**config.mk**
```make
export PLATFORM = sky130hd
export DESIGN_NAME = div_seq
export DESIGN_NICKNAME = d
export VERILOG_FILES = /design/src/rtl/div_pkg.sv /design/src/rtl/div_step.sv /design/src/rtl/div_seq.sv
export SDC_FILE = /design/constraint.sdc
export NUM_CORES = 1
export LEC_CHECK = 0
export ABC_AREA = 1
export BUFFER_PORTS_ARGS = -buffer_cell sky130_fd_sc_hd__buf_4
export CORE_MARGIN = 2
export CORE_UTILIZATION = 25
export CTS_BUF_LIST = sky130_fd_sc_hd__clkbuf_8
export CTS_CLUSTER_DIAMETER = 30
export CTS_CLUSTER_SIZE = 40
export DETAILED_ROUTE_END_ITERATION = 8
export PLACE_DENSITY_LB_ADDON = 0.05
export SETUP_SLACK_MARGIN = 0.05
export SLEW_MARGIN = 20
export SYNTH_ARGS = -nofsm -noshare
export SYNTH_HDL_FRONTEND = slang
export SYNTH_SLANG_ARGS = --single-unit
```
**constraint.sdc**
```tcl
create_clock -name clk_i -period 6 [get_ports clk_i]
set_input_delay 0 -clock clk_i [delete_from_list [all_inputs] [get_ports clk_i]]
set_output_delay 0 -clock clk_i [all_outputs]
set_load 0.05 [all_outputs]
```
**src/rtl/div_pkg.sv**
```systemverilog
// Shared encodings for the sequential RISC-V divider: funct3[1:0] operation codes
// and the controller state type.
package div_pkg;

  localparam logic [1:0] DIV_OP_DIV  = 2'b00;
  localparam logic [1:0] DIV_OP_DIVU = 2'b01;
  localparam logic [1:0] DIV_OP_REM  = 2'b10;
  localparam logic [1:0] DIV_OP_REMU = 2'b11;

  typedef enum logic [1:0] {
    DIV_ST_IDLE = 2'd0,
    DIV_ST_CALC = 2'd1,
    DIV_ST_DONE = 2'd2
  } div_state_e;

  function automatic logic op_is_signed(input logic [1:0] op);
    return (op == DIV_OP_DIV) || (op == DIV_OP_REM);
  endfunction

  function automatic logic op_is_rem(input logic [1:0] op);
    return (op == DIV_OP_REM) || (op == DIV_OP_REMU);
  endfunction

endpackage

```
**src/rtl/div_step.sv**
```systemverilog
// One restoring-division step: shift the next dividend bit into the partial
// remainder, subtract the divisor when it fits, and record the quotient bit.
module div_step #(
  parameter int XLEN = 32
) (
  input  logic [XLEN:0]   rem_i,
  input  logic [XLEN-1:0] quot_i,
  input  logic [XLEN-1:0] divisor_i,
  output logic [XLEN:0]   rem_o,
  output logic [XLEN-1:0] quot_o
);

  logic [XLEN+1:0] shifted;
  logic            take;

  always_comb begin
    shifted = {rem_i, quot_i[XLEN-1]};
    take    = (shifted >= {2'b00, divisor_i});
    rem_o   = take ? (shifted[XLEN:0] - {1'b0, divisor_i}) : shifted[XLEN:0];
    quot_o  = {quot_i[XLEN-2:0], take};
  end

endmodule

```
**src/rtl/div_seq.sv**
```systemverilog
// Multi-cycle restoring divider for DIV/DIVU/REM/REMU with RISC-V divide-by-zero
// and overflow results, a req/busy/ready handshake and a pipeline flush.
module div_seq
  import div_pkg::*;
#(
  parameter int XLEN            = 32,
  parameter int STEPS_PER_CYCLE = 1
) (
  input  logic            clk_i,
  input  logic            rst_i,
  input  logic            req_i,
  input  logic [1:0]      op_i,
  input  logic [XLEN-1:0] a_i,
  input  logic [XLEN-1:0] b_i,
  input  logic            flush_i,
  output logic            busy_o,
  output logic            ready_o,
  output logic [XLEN-1:0] result_o
);

  localparam int ITERS = XLEN / STEPS_PER_CYCLE;
  localparam int CNT_W = $clog2(XLEN + 1);
  localparam logic [XLEN-1:0] MOST_NEG = {1'b1, {(XLEN-1){1'b0}}};

  if (!((XLEN == 32) || (XLEN == 64)) ||
      !((STEPS_PER_CYCLE == 1) || (STEPS_PER_CYCLE == 2) || (STEPS_PER_CYCLE == 4)) ||
      ((XLEN % STEPS_PER_CYCLE) != 0)) begin : g_bad_param
    $error("div_seq: unsupported XLEN/STEPS_PER_CYCLE combination");
  end

  div_state_e      state_q, state_d;
  logic [1:0]      op_q, op_d;
  logic            sign_quot_q, sign_quot_d;
  logic            sign_rem_q, sign_rem_d;
  logic [XLEN-1:0] quot_q, quot_d;
  logic [XLEN:0]   rem_q, rem_d;
  logic [XLEN-1:0] divisor_q, divisor_d;
  logic [CNT_W-1:0] cnt_q, cnt_d;
  logic            busy_q, busy_d;
  logic            ready_q, ready_d;
  logic [XLEN-1:0] result_q, result_d;

  // Quotient register doubles as the dividend shift register: its MSB feeds the
  // remainder each step while the new quotient bit enters at the LSB.
  logic [XLEN:0]   rem_chain  [STEPS_PER_CYCLE+1];
  logic [XLEN-1:0] quot_chain [STEPS_PER_CYCLE+1];

  assign rem_chain[0]  = rem_q;
  assign quot_chain[0] = quot_q;

  for (genvar i = 0; i < STEPS_PER_CYCLE; i++) begin : g_step
    div_step #(.XLEN(XLEN)) u_step (
      .rem_i     (rem_chain[i]),
      .quot_i    (quot_chain[i]),
      .divisor_i (divisor_q),
      .rem_o     (rem_chain[i+1]),
      .quot_o    (quot_chain[i+1])
    );
  end

  logic            in_signed;
  logic [XLEN-1:0] a_mag, b_mag;
  logic [XLEN-1:0] quot_fin, rem_fin;

  always_comb begin
    // NOTE: every variable gets a default before any branch so no path leaves it
    // unassigned; otherwise synthesis infers a latch.
    state_d     = state_q;
    op_d        = op_q;
    sign_quot_d = sign_quot_q;
    sign_rem_d  = sign_rem_q;
    quot_d      = quot_q;
    rem_d       = rem_q;
    divisor_d   = divisor_q;
    cnt_d       = cnt_q;
    busy_d      = 1'b0;
    ready_d     = 1'b0;
    result_d    = result_q;

    in_signed = op_is_signed(op_i);
    a_mag     = (in_signed && a_i[XLEN-1]) ? -a_i : a_i;
    b_mag     = (in_signed && b_i[XLEN-1]) ? -b_i : b_i;
    quot_fin  = sign_quot_q ? -quot_chain[STEPS_PER_CYCLE] : quot_chain[STEPS_PER_CYCLE];
    rem_fin   = sign_rem_q ? -rem_chain[STEPS_PER_CYCLE][XLEN-1:0]
                           : rem_chain[STEPS_PER_CYCLE][XLEN-1:0];

    if (flush_i) begin
      state_d = DIV_ST_IDLE;
    end else begin
      case (state_q)
        DIV_ST_IDLE, DIV_ST_DONE: begin
          state_d = DIV_ST_IDLE;
          if (req_i) begin
            op_d        = op_i;
            sign_quot_d = in_signed && (a_i[XLEN-1] ^ b_i[XLEN-1]);
            sign_rem_d  = in_signed && a_i[XLEN-1];
            quot_d      = a_mag;
            rem_d       = '0;
            divisor_d   = b_mag;
            cnt_d       = CNT_W'(ITERS);
            if (b_i == '0) begin
              state_d  = DIV_ST_DONE;
              ready_d  = 1'b1;
              result_d = op_is_rem(op_i) ? a_i : '1;
            end else if (in_signed && (a_i == MOST_NEG) && (b_i == '1)) begin
              state_d  = DIV_ST_DONE;
              ready_d  = 1'b1;
              result_d = op_is_rem(op_i) ? '0 : a_i;
            end else begin
              state_d = DIV_ST_CALC;
              busy_d  = 1'b1;
            end
          end
        end
        DIV_ST_CALC: begin
          rem_d  = rem_chain[STEPS_PER_CYCLE];
          quot_d = quot_chain[STEPS_PER_CYCLE];
          cnt_d  = cnt_q - CNT_W'(1);
          if (cnt_q == CNT_W'(1)) begin
            state_d  = DIV_ST_DONE;
            ready_d  = 1'b1;
            result_d = op_is_rem(op_q) ? rem_fin : quot_fin;
          end else begin
            busy_d = 1'b1;
          end
        end
        default: state_d = DIV_ST_IDLE;
      endcase
    end
  end

  // NOTE: state is updated only with non-blocking assignments so every flop
  // samples the pre-edge values regardless of statement order.
  always_ff @(posedge clk_i or posedge rst_i) begin
    if (rst_i) begin
      state_q     <= DIV_ST_IDLE;
      op_q        <= '0;
      sign_quot_q <= 1'b0;
      sign_rem_q  <= 1'b0;
      quot_q      <= '0;
      rem_q       <= '0;
      divisor_q   <= '0;
      cnt_q       <= '0;
      busy_q      <= 1'b0;
      ready_q     <= 1'b0;
      result_q    <= '0;
    end else begin
      state_q     <= state_d;
      op_q        <= op_d;
      sign_quot_q <= sign_quot_d;
      sign_rem_q  <= sign_rem_d;
      quot_q      <= quot_d;
      rem_q       <= rem_d;
      divisor_q   <= divisor_d;
      cnt_q       <= cnt_d;
      busy_q      <= busy_d;
      ready_q     <= ready_d;
      result_q    <= result_d;
    end
  end

  assign busy_o   = busy_q;
  assign ready_o  = ready_q;
  assign result_o = result_q;

endmodule

```
-- Word level (Yosys, flattened, before mapping)
Cells that the tools add are included.
- reductions and logical operators: 16
- $lt $le $gt $ge: 1
- add/subtract/negate cells: 6
- equal/unequal tests: 13
- bitwise operators: 2
- muxes and demuxes: 37
- operator list (cell ; count):
    $mux W32 ; 12
    $neg A32 Y32 ; 4
    $pmux W32 S2 ; 2
    $mux W33 ; 2
    $pmux W33 S2 ; 1
    $eq A32 B32 Y1 const B ; 2
    $ge A34 B32 Y1 ; 1
    $sub A33 B32 Y33 ; 1
    $logic_not A32 Y1 ; 1
    $pmux W6 S2 ; 1
    $eq A2 B2 Y1 const B ; 5
    $mux W1 ; 10
    $mux W2 ; 5
    $eq A6 B1 Y1 const B ; 1
    $mux W6 ; 1
    $ne A3 B3 Y1 const B ; 2
    $reduce_and A3 Y1 ; 2
    $sub A6 B1 Y6 const B ; 1
    $logic_and A1 B1 Y1 ; 5
    $reduce_and A5 Y1 ; 1
    $logic_not A2 Y1 ; 2
    $ne A2 B2 Y1 const B ; 2
    $pmux W1 S2 ; 2
    $pmux W2 S2 ; 1
    6 further kinds ; 8
- word-level logic and storage cells: 86
- output and inout port bits: 34
- input port bits: 70
- flip-flop bits (word level): 143

-- Logic depth before layout (Yosys ltp)
- word-level depth: 9
- depth in mapped cells: 32
- mapped depth without buffers: 31

-- Hierarchy
A second synthesis with hierarchy kept.
- cells, all modules: 2467
- area, all modules: 14184.9 µm²
- by module, submodules not included (module ; area an instance (µm²) ; cells each ; seq. area each (µm²) ; times used):
    div_seq ; 10666.5 ; 1738 ; 3553.4 ; 1
    div_step ; 3518.4 ; 729 ; 0.0 ; 1

-- Worst setup path after synthesis
Ideal clock, no wire load.
- path kind: register -> register
- start point: register quot_q[31]
- end point: register result_q[24], in the netlist result_o[24]
- path slack: 2150 ps
- data required time: 5882 ps
- data arrival time: 3732 ps
- path buffers: 1
- clock period less this slack: 3850 ps
- cell stages (with the launch flop): 31
- library setup time: 118 ps
- cells stage by stage: dfrtp_1 > inv_1 > ha_1 > inv_1 > fa_1 > nand3_1 > nand3_2 > nand2_2 > nand2_2 > nand2_4 > nand2_8 > buf_12 > inv_2 > ha_1 > inv_1 > nor3_1 > inv_1 > nor3_1 > nand3_1 > nor3_2 > nand4_1 > nor2_1 > nand2_1 > nor2_1 > nand2_1 > nand2_1 > nand2_1 > a31oi_1 > nand2_1 > nand2_1 > nand2_1
- longest elaborated chain between the ends: 7
- elaborated cells between the ends (all ways): 10
- those cells by class: 3 x add/sub; 1 x order compare; 6 x mux
- RTL lines (item ; RTL line ; RTL):
    start, declared ; div_seq.sv:35 ; logic [XLEN-1:0] quot_q, quot_d;
    start signal, assigned ; div_seq.sv:152 ; quot_q <= quot_d;
    $sub A33 B32 Y33 or $ge A34 B32 Y1 (tied branches) ; div_step.sv:19, div_step.sv:18 ;
    $mux W33 ; div_step.sv:19 ; rem_o = take ? (shifted[XLEN:0] - {1'b0, divisor_i}) : shifted[XLEN:0];
    $neg A32 Y32 ; div_seq.sv:84 ; rem_fin = sign_rem_q ? -rem_chain[STEPS_PER_CYCLE][XLEN-1:0]
    $mux W32 ; div_seq.sv:84 ;
    $mux W32 (*) ; div_seq.sv:122 ; result_d = op_is_rem(op_q) ? rem_fin : quot_fin;
    $mux W32 (*) ; div_seq.sv:119 ; if (cnt_q == CNT_W'(1)) begin
    $pmux W32 S2 (*) ; div_seq.sv:90 ; case (state_q)
    end signal, assigned ; div_seq.sv:158 ; result_q <= result_d;
    end, declared ; div_seq.sv:41 ; logic [XLEN-1:0] result_q, result_d;
Every way passes the cells marked *; elsewhere a longest branch is shown, timed or not. The select of a mux whose other input is x is not followed.
A chain may end at the register's enable or synchronous reset.

-- Worst setup path in the final report
Same ends and word-level chain as after synthesis.

==> impl_metrics.csv <==
group,metric,value,unit
run_status,status,"finished clean",
sta,finalClockSkew,0.01807,ns
critical_path,path_common_cell,"nand2_1",
route,drt_wl_total,59030,um
critical_path,start_kind,"flop",
critical_path,path_max_fanout,28,
critical_path,crit_slowest_cell,"fa_1",
grt,antenna_found_initial,5,
sta,worst_pin_slew,0.9834,ns
route,vias,14550,
sta,fin_crit,4.923,ns
placement,post_dp_cell_area,14780,um2
grt,top_usage_layer,"met2",
clock_tree,cts_inserted_buffers,17,
clock_tree,clk_pin_slew_worst_paths,0.09,ns
critical_path,cp_data_arrival_time,5.37,ns
floorplanning,start_util,0.2534,
grt,grt_pass1_vias,14250,
cells_and_area,fin_nets,2435,
clock_tree,cts-root-buf,"clkbuf_8",
critical_path,critPathKind,"reg -> reg",
sta,holdWs,0.1063,ns
grt,grt_max_degree,81,
critical_path,reg2reg_from,"quot_q[31]",
route,viasPerCell,4.804,
critical_path,cp.required,6.45,ns
cells_and_area,drive_above_1_share,0.1031,
floorplanning,ios,104,
sta,fin_crit_sh,0.8205,
clock_tree,clk_latency,0.57,ns
sta,setup_tns,0,ns
clock_tree,postCtsSetupRepairBufs,0,
cells_and_area,postLayoutCoreUtil,0.3054,
route,drt_first_pass_iters,5,
synthesis,syn_avg_cell_area,6.133,um2
grt,grt_use_met3,0.03383,
sta,setup_ws,1.077,ns
synthesis,synthTopCellsByArea,"dfrtp_1 27%, nand2_1 18%, inv_1 8.6%, o21ai_0 8.0%, nand3_1 6.0%",
critical_path,worstSetupEndpointType,"flop",
synthesis,synthesis.nets,2286,
synthesis,synthCells,2176,
placement,io_buffers,103,
placement,dpl.hpwl,45050,um
clock_tree,htreeDepth,4,
floorplanning,die_width,235.0,um
cells_and_area,fin_cells,3028,
grt,use_met2,0.3361,
synthesis,async_flop_share,1.000,
synthesis,synth_most_common_cell,"nand2_1",
pwr,power_density,564.3,nW/um2
route,wl_per_cell,19.49,um
placement,place_congestion,0.8781,
cells_and_area,fin_area,16080,um2
synthesis,synth_warnings,0,
synthesis,yosysSeqAreaShare,0.2663,
synthesis,ys.flop_type,"dfrtp_1",
sta,rsz0062_at_grt,"no",
sta,clock.fmax,203.1,MHz
clock_tree,clockBufferDepth,2,
critical_path,crit_start,"quot_q[31]",
synthesis,ys_types,57,
route,drc,0,
placement,pre_cts_ws,1.190,ns
sta,relSlewSlack,0.3394,
synthesis,synth_edf_count,0,
cells_and_area,syn_to_final_growth,20.50,%
min_path,hp-start,"b_i[23]",
clock_tree,tritoncts,"yes",
synthesis,synth_seq_cells,142,
floorplanning,core,52660,um2
floorplanning,rows,84,
sta,final-hold-violation-count,0,
floorplanning,die_area,55250,um2
grt,grt_usage,0.2165,
clock_tree,cts_sinks,142,
pwr,leakage,7.899,nW
grt,grt_overflow_total,0,
critical_path,critPathMaxStageDelay,0.44,ns
floorplanning,die_h,235.0,um
synthesis,synth_commonest_cells,"645 x nand2_1, 307 x inv_1, 212 x o21ai_0",
pwr,finalPower,9.074,mW
job,drv_cap,0,
min_path,hold_class,"in -> reg",
synthesis,yosysTopAreaCell,"dfrtp_1",
synthesis,synth.top_cell.area_share,0.2663,
sta,setup_viol,0,
pwr,peakVddDrop,0.2437,mV
sta,slew_viol_final,0,
route,drt_iter0_markers,1032,
placement,dp.cells,2908,
synthesis,syn-cell-area,13350,um2
grt,grt_util_met1,0.3103,
route,ant_nets,0,
grt,grt_pass1_wl,90330,um
critical path, delay by kind of cell (launching register included):
kind	cells	cell delay, ns
and+or+nand+nor	20	2.91
buffers and inverters	5	0.55
DFF	1	0.40
AOI/OAI and AO/OA	1	0.14
adders and majority gates	3	0.80
layer usage:
| layer | vias up | wire [um] |
|---|---|---|
| met3 | 51 | 2398 |
| met4 | 4 | 1030 |
| met2 | 329 | 26180 |
| li1 | 7343 | - |
| met5 | - | 27 |
| met1 | 6818 | 29390 |
final timing paths:
path	slack (ns)	depth (start not counted)	to
worst max-delay path	1.08	29	result_o[24]
worst min-delay path	0.11	4	divisor_q[23]
worst max register to register	1.08	29	result_o[24]
worst min register to register	0.48	2	result_o[26]
max in group asynchronous	4.18	5	result_o[13]
min in group asynchronous	0.60	4	divisor_q[11]
logic make-up (layout without fill, tap and decap cells):
| family | count (synthesis) | in the layout | share of synthesized area |
|---|---|---|---|
| flip-flops | 142 | 142 | 0.2663 |
| AND/OR/NAND/NOR | 1139 | 1139 | 0.3726 |
| other | 0 | 2 | 0 |
| adder cells (fa/ha/maj) | 41 | 41 | 0.03882 |
| XOR/XNOR | 56 | 56 | 0.03675 |
| AO/OA/AOI/OAI | 404 | 404 | 0.1681 |
| buffers and inverters | 394 | 556 | 0.1175 |
cell usage in the layout (no fill, tap or decap), drive strengths merged, types with 8 or more instances in the layout:
cell type and count:
nand3 169, clkinv 8, clkbuf 18, ha 39, nor3 30, dfrtp 142, o221ai 15, nor4 8
nand4 33, nand2 678, xor2 52, a21oi 108, a31oi 14, nand3b 9, o211ai 19, inv 314
dlygate4sd3 86, o22ai 14, nor2 199, buf 123, o21ai 220
repair_timing:
action                                 4_1_cts  5_1_grt
hold buffers                                86        0
endpoints found under the hold margin      129        0
resized for setup                            0        0
where the power goes:
part | internal [mW] | leakage, nW | switching, mW
registers | 1.31 | 1.80 | 0.311
clock network | 0.463 | 0.216 | 0.475
logic | 1.85 | 5.88 | 4.66
state kept, by name, summed over array words and instances (netlist names):
name,count
rem_q,33
divisor_q,32
quot_q,32
result_o,32
cnt_q,6
state_q,2
busy_o,1
op_q,1
ready_o,1
sign_quot_q,1
sign_rem_q,1
layout make-up:
class | instances | area, um2
fill | 5885 | 36570
multi-input combinational | 1640 | 8252
sequential | 142 | 3553
timing repair buffer | 209 | 1784
inverter | 315 | 1187
tap | 688 | 860.8
clock buffer | 18 | 247.7
clock inverter | 14 | 191.4
antenna | 2 | 5.005
Power figures use the tool's default switching activity.
